File: src/rtl/param_sync_fifo_pkg.sv
// Shared constants and helpers for the parametrised single-clock FIFO.
// Optional build macro: FIFO_FWFT_EN (first-word-fall-through read path).
package param_sync_fifo_pkg;

    // Default geometry, matching the previous 8-bit, 8-deep buffer.
    localparam int DEF_DATA_WIDTH = 8;
    localparam int DEF_DEPTH      = 8;

    // Pointer width for a power-of-two depth; never below one bit.
    function automatic int ptr_width(input int depth);
        return (depth < 2) ? 1 : $clog2(depth);
    endfunction

    // Occupancy width: one extra bit so a completely full FIFO is representable.
    function automatic int count_width(input int depth);
        return ptr_width(depth) + 1;
    endfunction

endpackage

File: src/rtl/fifo_mem.sv
// Storage array for the FIFO: one synchronous write port, one asynchronous read port.
// The contents are deliberately not reset.
module fifo_mem
    import param_sync_fifo_pkg::*;
#(
    parameter int DATA_WIDTH = DEF_DATA_WIDTH,
    parameter int DEPTH      = DEF_DEPTH
) (
    input  logic                          CLK,
    input  logic                          we,
    input  logic [ptr_width(DEPTH)-1:0]   waddr,
    input  logic [DATA_WIDTH-1:0]         wdata,
    input  logic [ptr_width(DEPTH)-1:0]   raddr,
    output logic [DATA_WIDTH-1:0]         rdata
);

    logic [DATA_WIDTH-1:0] mem [DEPTH];

    // Write port: store the word on the rising edge when enabled.
    always_ff @(posedge CLK) begin
        if (we) begin
            mem[waddr] <= wdata;
        end
    end

    assign rdata = mem[raddr];

endmodule

File: src/rtl/param_sync_fifo.sv
// Parametrised single-clock FIFO with count, almost flags and overflow/underflow pulses.
// Optional build macro: FIFO_FWFT_EN selects first-word-fall-through output;
// without it, reads are registered with one clock of latency.
//
// Handshake: WRITE and READ are requests, not valid/ready pairs. A write is
// taken when WRITE && (!Full || read accepted); a read is taken when
// READ && !Empty. A rejected request is reported by a one-cycle Overflow or
// Underflow pulse. Valid marks a cycle in which DATA_OUT holds a popped word
// (registered mode) or the current head word (FWFT mode); the upstream side
// uses Full/almost_Full as back-pressure.
module param_sync_fifo
    import param_sync_fifo_pkg::*;
#(
    parameter int DATA_WIDTH = DEF_DATA_WIDTH,
    parameter int DEPTH      = DEF_DEPTH,
    parameter int AF_THRESH  = DEPTH - 2,
    parameter int AE_THRESH  = 2
) (
    input  logic                    CLK,
    input  logic                    RESET,
    input  logic [DATA_WIDTH-1:0]   DATA_IN,
    input  logic                    WRITE,
    input  logic                    READ,
    output logic [DATA_WIDTH-1:0]   DATA_OUT,
    output logic                    Valid,
    output logic                    Full,
    output logic                    Empty,
    output logic                    almost_Full,
    output logic                    almost_Empty,
    output logic                    Overflow,
    output logic                    Underflow,
    output logic [$clog2(DEPTH):0]  Count
);

    localparam int PTR_W = ptr_width(DEPTH);
    localparam int CNT_W = count_width(DEPTH);

    logic [PTR_W-1:0]      wr_ptr;
    logic [PTR_W-1:0]      rd_ptr;
    logic [CNT_W-1:0]      count_q;
    logic [DATA_WIDTH-1:0] mem_rdata;
    logic                  rd_acc;
    logic                  wr_acc;

    // Acceptance: a full FIFO still takes a write when a read frees a slot
    // in the same cycle; an empty FIFO never serves a read.
    always_comb begin
        rd_acc = READ && !Empty;
        wr_acc = WRITE && (!Full || rd_acc);
    end

    // Status flags decode from the registered occupancy.
    always_comb begin
        Empty        = (count_q == '0);
        Full         = (count_q == CNT_W'(DEPTH));
        almost_Full  = (count_q >= CNT_W'(AF_THRESH));
        almost_Empty = (count_q <= CNT_W'(AE_THRESH));
        Count        = count_q;
    end

    fifo_mem #(
        .DATA_WIDTH (DATA_WIDTH),
        .DEPTH      (DEPTH)
    ) u_mem (
        .CLK   (CLK),
        .we    (wr_acc),
        .waddr (wr_ptr),
        .wdata (DATA_IN),
        .raddr (rd_ptr),
        .rdata (mem_rdata)
    );

    // Pointers wrap naturally modulo DEPTH; occupancy moves only on an
    // unbalanced write or read.
    always_ff @(posedge CLK or negedge RESET) begin
        if (!RESET) begin
            wr_ptr  <= '0;
            rd_ptr  <= '0;
            count_q <= '0;
        end else begin
            if (wr_acc) begin
                wr_ptr <= wr_ptr + PTR_W'(1);
            end
            if (rd_acc) begin
                rd_ptr <= rd_ptr + PTR_W'(1);
            end
            case ({wr_acc, rd_acc})
                2'b10:   count_q <= count_q + CNT_W'(1);
                2'b01:   count_q <= count_q - CNT_W'(1);
                default: count_q <= count_q;
            endcase
        end
    end

    // Error pulses: last exactly one cycle after the rejected request.
    always_ff @(posedge CLK or negedge RESET) begin
        if (!RESET) begin
            Overflow  <= 1'b0;
            Underflow <= 1'b0;
        end else begin
            Overflow  <= WRITE && Full && !READ;
            Underflow <= READ && Empty;
        end
    end

`ifdef FIFO_FWFT_EN
    // Head word falls through; zero is shown while nothing is stored.
    always_comb begin
        Valid    = !Empty;
        DATA_OUT = Valid ? mem_rdata : '0;
    end
`else
    // Registered read: popped word appears one clock after the accepted read
    // and holds until the next one.
    always_ff @(posedge CLK or negedge RESET) begin
        if (!RESET) begin
            DATA_OUT <= '0;
            Valid    <= 1'b0;
        end else begin
            Valid <= rd_acc;
            if (rd_acc) begin
                DATA_OUT <= mem_rdata;
            end
        end
    end
`endif

endmodule
File: config.mk
export PLATFORM = sky130hd
export DESIGN_NAME = param_sync_fifo
export DESIGN_NICKNAME = d
export VERILOG_FILES = /design/src/rtl/param_sync_fifo_pkg.sv /design/src/rtl/fifo_mem.sv /design/src/rtl/param_sync_fifo.sv
export SDC_FILE = /design/constraint.sdc
export NUM_CORES = 1
export LEC_CHECK = 0
export ABC_AREA = 0
export CAP_MARGIN = 20
export CORE_ASPECT_RATIO = 1.75
export CORE_MARGIN = 2
export CORE_UTILIZATION = 34
export CTS_CLUSTER_SIZE = 12
export DETAILED_ROUTE_END_ITERATION = 8
export PLACE_DENSITY = 0.61
export SLEW_MARGIN = 0
export SYNTH_ARGS = -nofsm -noshare
export SYNTH_HDL_FRONTEND = slang
export SYNTH_SLANG_ARGS = --single-unit
export TNS_END_PERCENT = 5
File: constraint.sdc
create_clock -name CLK -period 3.2 [get_ports CLK]
set_clock_uncertainty 0.2 [all_clocks]
set_input_delay 0.8 -clock CLK [delete_from_list [all_inputs] [get_ports CLK]]
set_output_delay 0.8 -clock CLK [all_outputs]
set_load 0.1 [all_outputs]
---- After elaboration in Yosys (flattened, before gate mapping) ----
Memory sizes are Yosys's and may differ from the RTL's. A register that Yosys moved wholly into a read port is not among the register bits.
Cells that the tools add are included.
operators by class
  reductions and logical operators ........ 12
  magnitude comparators ................... 2
  add/sub/neg operators ................... 4
  equal/unequal tests ..................... 3
  muxes and demuxes ....................... 3
operator list
  cell                                                                                 count
  4-bit one-hot mux with 2 select lines                                                1
  3-bit by 1-bit adder with 3-bit output, second input constant                        2
  1-bit logical AND                                                                    5
  4-bit by 1-bit adder with 4-bit output, second input constant                        1
  4-bit == test, second input constant                                                 1
  4-bit by 3-bit greater-or-equal comparator with 1-bit output, second input constant  1
  4-bit by 2-bit less-or-equal comparator with 1-bit output, second input constant     1
  1-bit zero test                                                                      4
  4-bit zero test                                                                      1
  4-bit by 1-bit subtractor with 4-bit output, second input constant                   1
  2-bit by 1-bit == test with 1-bit output, second input constant                      1
  2-bit == test, second input constant                                                 1
  1-bit two-way mux                                                                    2
  2-bit nonzero test                                                                   1
  1-bit logical OR                                                                     1
word-level totals
  RAM bits ................................ 64
  word-level logic and storage cells ...... 31
  output and inout bits ................... 19
  flip-flop bits (word level) ............. 13
  memories kept ........................... 1
memories
  name       words  bits a word  read ports  clocked after memory_dff  wr ports  line            RTL
  u_mem.mem  8      8            1           1                         1         fifo_mem.sv:17  logic [DATA_WIDTH-1:0] mem [DEPTH];

---- Depth between registers and ports, before layout ----
Gate-level depths: netlist of the first run.
  depth after elaboration ................. 7
  mapped depth ............................ 8
  depth with buffers taken out ............ 7

---- Cells and area by module ----
Synthesis of the first run repeated with hierarchy kept, for this count alone.
unflattened totals
  cell total of the unflattened synthesis .. 186
  area, all modules ....................... 3555.9 um2
modules (own cells, without submodules)
  module           cells each  seq. area each (um2)  area an instance (um2)  times used
  fifo_mem         106         1921.8                2531.2                  1
  param_sync_fifo  80          525.5                 1024.7                  1

---- Worst setup path before layout of the first run ----
OpenSTA, ideal clock, no wires.
  kind .................................... flip-flop to output port
  start point ............................. register count_q[1], in the netlist Count[1]
  end point ............................... output port almost_Empty
  data required time ...................... 2.200 ns
  slack ................................... -1.154 ns
  arrival time ............................ 3.354 ns
  cell stages (with the launch flop) ...... 3
  cell sequence ........................... dfrtp_1 clkbuf_1 a211oi_1
on the way
  cells in the longest elaborated chain, start to end .. 1
RTL lines
  what                                                       line                   RTL
  from (decl)                                                param_sync_fifo.sv:40  logic [CNT_W-1:0] count_q;
  from (signal assigned)                                     param_sync_fifo.sv:88  2'b10: count_q <= count_q + CNT_W'(1);
  from (signal assigned)                                     param_sync_fifo.sv:89  2'b01: count_q <= count_q - CNT_W'(1);
  from (signal assigned)                                     param_sync_fifo.sv:90  default: count_q <= count_q;
  4-bit by 2-bit less-or-equal comparator with 1-bit output  param_sync_fifo.sv:57  almost_Empty = (count_q <= CNT_W'(AE_THRESH));
  to (decl)                                                  param_sync_fifo.sv:29  output logic almost_Empty,
Every way passes these cells.

---- Worst setup path after layout of the first run ----
  start point ............................. register count_q[1], in the netlist Count[1]
  end point ............................... output port Empty
on the way
  cells in the longest elaborated chain, start to end .. 1
RTL lines
  what             line                   RTL
  4-bit zero test  param_sync_fifo.sv:54  Empty = (count_q == '0);
  to (decl)        param_sync_fifo.sv:27  output logic Empty,
Every way passes these cells.

==> run metrics, run 1 <==
status finished, final reports clean; HPWL Detailed about 4.6 mm; Vias a little under 2000; maximum number of pins on one net before global-route repair 35; power per standard cell area 1054 nW/um^2; register area share after synthesis 69.29%; commonest non-fill, non-tap cell in the layout edfxtp_1; Multi-input gate area 991.0 um^2; Num CTS Buffers 9; Worst Setup Start Kind register; Arr. time, crit path 1.94 ns; dpl cells 390; vias per cell 4.874; Crit. Startpoint Count[1]; initial core utilization between 30% and 40%; YS warnings 0; hold buffer count at CTS 0; reg2reg setup slack 0.90 ns; Tmin final roughly 2.9 ns; Max-slew headroom between 60% and 70%; number of fill cells in the layout 948; ys async rst share 24.71%; postcts setup bufs 0; maximum clock rate roughly 340 MHz; clock sinks 85; die area 11250 um^2; RR Startpoint Count[1]; kind of critical path reg -> out; XOR/XNOR Fraction of Synth Area 1.240%; # setup viols final 0; Worst R2R End u_mem.mem[0][1]; Cell Rows 49; Leak 0.001651 uW; Min-Delay Path Class reg -> reg; Critical Path RT roughly 2.2 ns; largest buffer count on any clock path 2; total track usage 12.70%; vias in the first global route a little over 2000; Synth area leaders edfxtp_1 (54%), dfrtp_1 (15%), mux2_2 (5.1%), mux2i_1 (4.8%), a221o_1 (2.3%); Resized Gates After CTS 0; adder and majority cell fraction of the synthesized area 1.063%; CTS H-tree lvls 3; Yosys reg bits 85; Critical Path Sink Type output pin; most frequent cells in the layout edfxtp_1 (64), buf_4 (29), dfrtp_1 (21); total negative slack 0 ns; RSZ-0062 raised after global routing false; simple-gate share of the synthesized area 6.412%; mux share of post-synthesis cell area 10.34%; R2R cell count 5; largest area contributor in the netlist edfxtp_1; GP Congestion approximately 0.74; Core Region 10180 um^2; Mapped Avg Cell Area 15.03 um^2; Max-Cap Viols 0; Die W 81.05 um; Least-Margin Pin Slew 0.5723 ns; area grow syn2layout 21.93%; Post-Layout Cell Count 406; wire length per cell 15.87 um; antenna-violating nets left 0; post-synthesis compound-gate area fraction 8.643%; ANT cells 0; die extent in y about 140 um; cell area after layout 4307 um^2; gr ovfl total 0; Root Driver clkbuf_16; Critical path destination Empty; Peak VDD IR 0.0006203 V; clock latency on the worst-skew pair 0.33 ns; number of synthesized flops with an enable pin 64; global-route wire length before repair 10.22 mm; Pre-Repair DR Iteration Count 5; I/O Pins 31; Buffers on Ports 30; layout cells sized above 1 24.37%; Final nets 289; DRC Markers 0; Synth Instances between 200 and 250; CTS tree done; Pins Over Slew Limit 0; Area after DPL around 4000 um^2; syn nets 250; final hold viol count 0; synth unique cells 37; top cell type's share of synthesized area 54.41%; Worst-path clk slew 0.06 ns; crit-path cells or4_1 -> inv_1 -> buf_12; fin crit share 91.82%; main combinational cell family by area after synthesis multiplexers; Register Area 2447 um^2; Starting DRT DRC Count 83; Total Wirelength 6.445 mm; initial antenna violation count 0; Synth Cell Area between 3000 and 4000 um^2; Synth Flop Type edfxtp_1; Critical Path Fanout Max 13; Crit-path slowest cell or4_1; Crit path largest cell delay 0.72 ns
-- cell type report --
type	instances	area share (%)
flip-flops and latches	85	56.83
clock inverters	7	2.266
clock buffers	9	5.230
inverters	5	0.4358
well taps	127	3.690
multi-input cells	131	23.01
repair buffers	42	8.542
-- critical path, delay by kind of cell, from the launching register on --
kind | cells | cell delay, ns
DFF | 1 | 0.54
buffers and inverters | 2 | 0.34
and+or+nand+nor | 1 | 0.72
-- registers in the layout, indices dropped and copies added (netlist names) --
register	count
Count	4
Underflow	1
wr_ptr	3
Valid	1
DATA_OUT	8
u_mem.mem	64
rd_ptr	3
Overflow	1
-- Yosys cell counts, types with 4 or more instances --
cell type	count
a21oi_1	5
a221o_1	8
buf_2	4
dfrtp_1	21
edfxtp_1	64
inv_1	5
mux2_2	16
mux2i_1	17
nand2_1	18
nand2b_1	4
nor2_1	11
nor3_1	6
o21ai_0	9
o22ai_1	8
-- worst min path at each step --
| stage | startpoint | depth (start not counted) | endpoint |
|---|---|---|---|
| after global routing | DATA_OUT[6] | 2 | DATA_OUT[6] |
| final | DATA_OUT[0] | 2 | DATA_OUT[0] |
| after global placement | DATA_OUT[7] | 2 | DATA_OUT[7] |
| after detailed placement | DATA_OUT[0] | 2 | DATA_OUT[0] |
| after floorplan | wr_ptr[0] | 1 | wr_ptr[0] |
| after CTS | DATA_OUT[0] | 2 | DATA_OUT[0] |
-- routing by layer --
metal | GRT usage [%] | wire [um]
met5 | 0 | 0
met4 | 7.761 | 219
met3 | 2.734 | 207
met2 | 23.14 | 3702
met1 | 12.48 | 2316
-- cell families (layout without fill, tap and decap cells) --
logic type / after synthesis / count (layout)
flops: 85 / 85
simple gates: 47 / 47
compound gates: 42 / 42
mux: 34 / 34
buf+inv: 19 / 63
xor+xnor: 5 / 5
fa+ha+maj: 3 / 3
-- through the flow --
stage	total power, uW	util, %	worst slack [ns]	hold slack [ns]
finish	4539	42.32	0.2616	0.2824
global route	4769	42.32	0.2005	0.3073
CTS	4598	42.32	0.2353	0.2891
detailed placement	3486	39.14	0.3469	0.2754
global placement	3455	39.14	0.4182	0.2688
floorplan	3087	-	-0.1370	0.2834
-- power breakdown --
group	switching (uW)	total [uW]	internal (uW)
registers	179	1610	1430
clock network	414	1100	687
logic	1250	1830	583
Power figures use the tool's default switching activity.
==> run 2, diff against run 1 <==
ABC_CLOCK_PERIOD_IN_PS = 3200   (was not set)
SKIP_LAST_GASP = 1   (was not set)
==> results of run 2 <==
The final DEF is identical to that of run 1; final timing and power are the same.
